**src/rtl/morse_keyer_pkg.sv**
```systemverilog
// Shared types, symbol codes, unit multiples and the BCD6 increment used by the keyer.
package morse_keyer_pkg;

    typedef enum logic [1:0] {
        ST_IDLE  = 2'd0,
        ST_MARK  = 2'd1,
        ST_SPACE = 2'd2
    } state_t;

    localparam logic [2:0] SYM_DOT  = 3'd0;
    localparam logic [2:0] SYM_DASH = 3'd1;
    localparam logic [2:0] SYM_LGAP = 3'd2;
    localparam logic [2:0] SYM_WGAP = 3'd3;

    localparam logic [3:0] UNITS_DOT  = 4'd1;
    localparam logic [3:0] UNITS_DASH = 4'd3;
    localparam logic [3:0] UNITS_ISG  = 4'd1;
    localparam logic [3:0] UNITS_LGAP = 4'd2;
    localparam logic [3:0] UNITS_WGAP = 4'd6;

    function automatic logic [23:0] bcd6_inc(input logic [23:0] v);
        logic [23:0] r;
        logic        carry;
        r     = v;
        carry = 1'b1;
        for (int i = 0; i < 6; i++) begin
            if (carry) begin
                if (v[4*i +: 4] == 4'd9) begin
                    r[4*i +: 4] = 4'd0;
                end else begin
                    r[4*i +: 4] = v[4*i +: 4] + 4'd1;
                    carry       = 1'b0;
                end
            end
        end
        return r;
    endfunction

endpackage

```
**src/rtl/morse_keyer_unit_timer.sv**
```systemverilog
// BCD6 subpulse counter with latched unit length and a BCD6 units count;
// flags the ce on which the units count would reach the current target.
module morse_keyer_unit_timer
    import morse_keyer_pkg::*;
(
    input  logic        clk,
    input  logic        rst,
    input  logic        ce,
    input  logic        run,
    input  logic        start,
    input  logic        restart,
    input  logic        clear,
    input  logic [23:0] len_in,
    input  logic [3:0]  target,
    output logic        phase_done
);

    logic [23:0] len_q,   len_d;
    logic [23:0] pulse_q, pulse_d;
    logic [23:0] units_q, units_d;
    logic [23:0] units_inc;
    logic        unit_done;

    assign unit_done  = run && ce && (pulse_q == len_q);
    assign units_inc  = bcd6_inc(units_q);
    assign phase_done = unit_done && (units_inc == {20'd0, target});

    always_comb begin
        len_d   = len_q;
        pulse_d = pulse_q;
        units_d = units_q;
        if (clear) begin
            pulse_d = '0;
            units_d = '0;
        end else if (start) begin
            // A zero length would never match the counter, so it runs as one ce per unit.
            len_d   = (len_in == 24'd0) ? 24'h000001 : len_in;
            pulse_d = 24'h000001;
            units_d = '0;
        end else if (restart) begin
            pulse_d = 24'h000001;
            units_d = '0;
        end else if (unit_done) begin
            pulse_d = 24'h000001;
            units_d = units_inc;
        end else if (run && ce) begin
            pulse_d = bcd6_inc(pulse_q);
        end
    end

    always_ff @(posedge clk or posedge rst) begin
        if (rst) begin
            len_q   <= 24'h000001;
            pulse_q <= '0;
            units_q <= '0;
        end else begin
            len_q   <= len_d;
            pulse_q <= pulse_d;
            units_q <= units_d;
        end
    end

endmodule

```
**src/rtl/morse_keyer.sv**
```systemverilog
// Morse keyer: accepts symbols over valid/ready and times key_out in units of
// subpulses_count ce ticks.
module morse_keyer
    import morse_keyer_pkg::*;
(
    input  logic        clk,
    input  logic        rst,
    input  logic        ce,
    input  logic [23:0] subpulses_count,
    input  logic        abort,
    input  logic        sym_valid,
    input  logic [2:0]  sym_code,
    output logic        sym_ready,
    output logic        key_out,
    output logic        busy,
    output logic        sym_err
);

    state_t      state_q,  state_d;
    logic        key_q,    key_d;
    logic        err_q,    err_d;
    logic [3:0]  target_q, target_d;
    logic        accept;
    logic        restart;
    logic        phase_done;

    assign sym_ready = (state_q == ST_IDLE);
    assign busy      = (state_q != ST_IDLE);
    assign key_out   = key_q;
    assign sym_err   = err_q;

    morse_keyer_unit_timer u_timer (
        .clk        (clk),
        .rst        (rst),
        .ce         (ce),
        .run        (busy),
        .start      (accept),
        .restart    (restart),
        .clear      (abort),
        .len_in     (subpulses_count),
        .target     (target_q),
        .phase_done (phase_done)
    );

    always_comb begin
        state_d  = state_q;
        key_d    = key_q;
        err_d    = 1'b0;
        target_d = target_q;
        accept   = 1'b0;
        restart  = 1'b0;
        if (abort) begin
            state_d  = ST_IDLE;
            key_d    = 1'b0;
            target_d = '0;
        end else begin
            case (state_q)
                ST_IDLE: begin
                    if (sym_valid) begin
                        accept = 1'b1;
                        case (sym_code)
                            SYM_DOT:  begin state_d = ST_MARK;  key_d = 1'b1; target_d = UNITS_DOT;  end
                            SYM_DASH: begin state_d = ST_MARK;  key_d = 1'b1; target_d = UNITS_DASH; end
                            SYM_LGAP: begin state_d = ST_SPACE; target_d = UNITS_LGAP; end
                            SYM_WGAP: begin state_d = ST_SPACE; target_d = UNITS_WGAP; end
                            default:  err_d = 1'b1;
                        endcase
                    end
                end
                ST_MARK: begin
                    if (phase_done) begin
                        state_d  = ST_SPACE;
                        key_d    = 1'b0;
                        target_d = UNITS_ISG;
                        restart  = 1'b1;
                    end
                end
                ST_SPACE: begin
                    if (phase_done) state_d = ST_IDLE;
                end
                default: begin
                    state_d = ST_IDLE;
                    key_d   = 1'b0;
                end
            endcase
        end
    end

    always_ff @(posedge clk or posedge rst) begin
        if (rst) begin
            state_q  <= ST_IDLE;
            key_q    <= 1'b0;
            err_q    <= 1'b0;
            target_q <= '0;
        end else begin
            state_q  <= state_d;
            key_q    <= key_d;
            err_q    <= err_d;
            target_q <= target_d;
        end
    end

endmodule

```
**config.mk**
```make
export PLATFORM = sky130hd
export DESIGN_NAME = morse_keyer
export DESIGN_NICKNAME = d
export VERILOG_FILES = /design/src/rtl/morse_keyer_pkg.sv /design/src/rtl/morse_keyer_unit_timer.sv /design/src/rtl/morse_keyer.sv
export SDC_FILE = /design/constraint.sdc
export NUM_CORES = 1
export LEC_CHECK = 0
export ABC_AREA = 1
export CORE_MARGIN = 2
export CORE_UTILIZATION = 48
export CTS_CLUSTER_DIAMETER = 40
export DETAILED_ROUTE_END_ITERATION = 7
export PLACE_DENSITY = 0.66
export SLEW_MARGIN = 0
export SYNTH_ARGS = -nofsm -noshare
export SYNTH_HDL_FRONTEND = slang
export SYNTH_SLANG_ARGS = --single-unit
export TNS_END_PERCENT = 50
```
**constraint.sdc**
```tcl
create_clock -name clk -period 3.04 [get_ports clk]
set_input_delay 0.608 -clock clk [delete_from_list [all_inputs] [get_ports clk]]
set_output_delay 0.608 -clock clk [all_outputs]
set_load 0.005 [all_outputs]
```
==> summary.md <==
| Metric | Value |
|---|---|
| Result of the run | `finished clean` |
| Ys Warns | `0` |
| Maximum clock frequency | `397 MHz` |
| Total number of clock tree sinks | `79` |
| Die boundary height | `106 um` |
| Post-detailed-route via-to-cell ratio | `5.16` |
| Post-layout power | `3.53 mW` |
| Sequential-to-total area share from yosys stat | `0.393` |
| Hold crit path type | `reg2reg` |
| Setup tns final | `0 ns` |
| Vias in the first global route | `4279` |
| Ys async rst share | `1.00` |
| Net Sw Power | `1.32 mW` |
| Setup slack after layout | `0.522 ns` |
| CP delay by family, top | `simple AND/OR/NAND/NOR gates` |
| Area of the core region | `10300 um2` |
| Inst Count DP | `846` |
| Post-route design area | `5800 um2` |
| Top FF cell, synth | `dfrtp_1` |
| Remaining max-slew budget at the tightest pin | `0.617` |
| Wire length of the first global-routing pass | `20000 um` |
| Max rail drop VDD | `382 uV` |
| Critical Path Slowest Stage Cell | `dfrtp_1` |
| Die span in x | `106 um` |
| Final nets | `765` |
| Count of H-tree levels built during CTS | `3` |
| Hold buffer count at CTS | `0` |
| Area occupied by multi-input gates | `2650 um2` |
| Pre-CTS setup slack | `0.194 ns` |
| Maximum number of pins on one net before global-route repair | `35` |
| Fraction of layout cells with a size suffix above 1 | `0.106` |
| Flop and latch count out of synthesis | `79` |
| Total placed instance area | `5570 um2` |
| Power share of the sequential group | `0.424` |
| Slew of the pin with the lowest slew margin | `0.572 ns` |
| Min Clock Period, post-route | `2.52 ns` |
| CP Capture Type | `flip-flop` |
| Cell count after synthesis | `678` |
| Number of hold violations in the final report | `0` |
| Internal power | `2.20 mW` |
| Critical path start-end classification | `reg2reg` |
| Violation count after the first detailed-route iteration | `253` |
| Effective utilization at floorplan | `0.490` |
| Setup skew after layout | `0.0151 ns` |
| Static Leak | `2.78 nW` |
| CP Launch Type | `flip-flop` |
| Remaining number of nets flagged by the antenna check after routing | `0` |
| Combinational share of power | `0.315` |
| Detailed-placement wirelength estimate | `8800 um` |
| DRC viols | `0` |
| Boundary Pins | `36` |
| Number of flops mapped to enable cells by yosys | `0` |
| Final Setup Violations | `0` |
| Drt total wl | `11700 um` |
| Via count | `4451` |
| Synth top area cells | `dfrtp_1, nand2_1, inv_1` |
| Crit path cell chain | `xor2_1, nor2_1, nand2_1, nor2_1, nand2_1, nor2_1, nor2_1, inv_2, o21ai_4, nor2_1, a22o_1` |
| Switching portion of total power | `0.375` |
| Layout-stage area growth over the synthesis result | `15.2%` |
| Num rows | `37` |
| Clock transition time at the flip-flop clock pins of the worst setup and hold paths | `0.09 ns` |
| Max Fanout on Critical Path | `9` |
| Clock share of power | `0.260` |
| Net Count, Synth | `722` |
| Yosys cell types | `45` |
| Maxcap violations | `0` |
| TritonCTS clock tree | `yes` |
| Remaining Overflow, GRT | `0` |
| Number of slew-limit violations in the final report | `0` |
| RePlAce Congestion | `0.885` |
| Final core utilization | `0.565` |
| Required time of the critical path | `3.29 ns` |
| Post-Syn Area per Cell | `7.43 um2` |
| Inserted Clock Buffers | `9` |
| CTS root buffer | `clkbuf_8` |
| Wirelength per Cell | `13.6 um` |
| Largest incremental delay on the critical path | `0.48 ns` |
| Number of cells in the finished layout apart from fillers | `862` |
| Antenna fix cells | `0` |
| DRT Pass-1 Iters | `5` |
| Worst path most repeated cell | `nor2_1` |
| Data arrival time of the critical path | `2.77 ns` |
| Overall fraction of global-route tracks in use | `0.221` |
| Final cycle utilization of the critical path | `0.828` |
| Number of inserted filler cells in the final layout | `968` |
| Power per cell area | `607 nW/um2` |
| Total setup buffers inserted after CTS | `0` |
| Worst-case clock buffer depth | `2` |
| Die outline area | `11300 um2` |
| Share of the synthesized area in the top cell type | `0.387` |
| Antenna violations before repair | `0` |
| Cell taking the most area after synthesis | `dfrtp_1` |
| Post-synthesis instance area | `5040 um2` |
| Storage cell area | `1980 um2` |
| RSZ-0062 raised after global routing | `no` |
| Count of input and output buffers | `35` |
| Clock latency on the worst-skew pair | `0.36 ns` |
| Final-layout worst hold slack | `0.483 ns` |
| Gates resized, CTS repair | `0` |
| Buf+Inv Stages, Crit Path | `1` |
[layer usage]
metal | vias to the layer above | track usage | share of wire | routed length, um
met2 | 69 | 0.370 | 0.49 | 5730
met5 | - | 0 | 0 | 0
met4 | 0 | 0.0826 | 0.015 | 178
met3 | 14 | 0.0282 | 0.028 | 325
met1 | 2087 | 0.292 | 0.47 | 5450
li1 | 2281 | - | - | -
[Yosys cell counts, drive strengths merged, types with 2 or more instances]
cell,number
dfrtp,78
xor2,18
o21bai,3
nand4,15
o22ai,18
and3,2
xnor2,9
nor3,15
o21a,3
nor4,3
o21ai,59
clkbuf,7
nor2b,2
nand2,201
nand3,44
a21oi,5
inv,93
o31ai,5
nor2,71
buf,4
nand3b,2
ha,12
[worst paths after layout]
kind | slack [ns] | endpoint | depth (start not counted) | from
max reg2reg | 0.52 | u_timer.pulse_q[18] | 11 | u_timer.pulse_q[20]
min reg2reg | 0.48 | key_out | 2 | key_out
min | 0.48 | key_out | 2 | key_out
max in group asynchronous | 1.79 | u_timer.pulse_q[5] | 3 | rst
min in group asynchronous | 0.60 | u_timer.units_q[17] | 2 | rst
max | 0.52 | u_timer.pulse_q[18] | 11 | u_timer.pulse_q[20]
[tightest hold or removal path, delay by kind of cell, from the launching register on]
family	cells	cell delay, ns
DFF	1	0.35
and+or+nand+nor	2	0.10
[cell usage in the layout, fill, tap and decap left out, types with 15 or more instances in the layout]
master,count
clkdlybuf4s50_1,35
dfrtp_1,78
inv_1,78
nand2_1,191
nand3_1,39
nand4_1,15
nor2_1,54
nor3_1,15
o21ai_0,42
o22ai_1,18
xor2_1,18
[layout make-up]
type	instances	area share
clock buffer	10	0.0237
clock inverter	6	0.0160
inverter	93	0.0608
multi-input combinational	495	0.457
sequential	79	0.341
tap	136	0.0293
timing repair buffer	43	0.0729
[flip-flops by register name, indices dropped and copies added (netlist names)]
name,cells
u_timer.len_q,24
u_timer.pulse_q,24
u_timer.units_q,24
target_q,3
state_q,2
key_out,1
sym_err,1
[kinds of logic (layout without fill, tap and decap cells)]
kind of cell / count (synthesis) / in the layout / share of synthesized area
and+or+nand+nor: 358 / 358 / 0.334
buffers and inverters: 104 / 152 / 0.0815
AOI/OAI and AO/OA: 98 / 98 / 0.115
DFF: 79 / 79 / 0.393
xor gates and xnor gates: 27 / 27 / 0.0469
adders and majority gates: 12 / 12 / 0.0298
[power groups by stage]
stage,sequential [mW],combinational (mW),clock [mW]
after global placement,1.51,1.08,0
after floorplan,1.44,0.824,0
after global routing,1.52,1.28,0.977
after detailed placement,1.51,1.11,0
final,1.50,1.11,0.917
after CTS,1.49,1.12,0.926
Note: power is estimated with default switching activity, not from simulation.
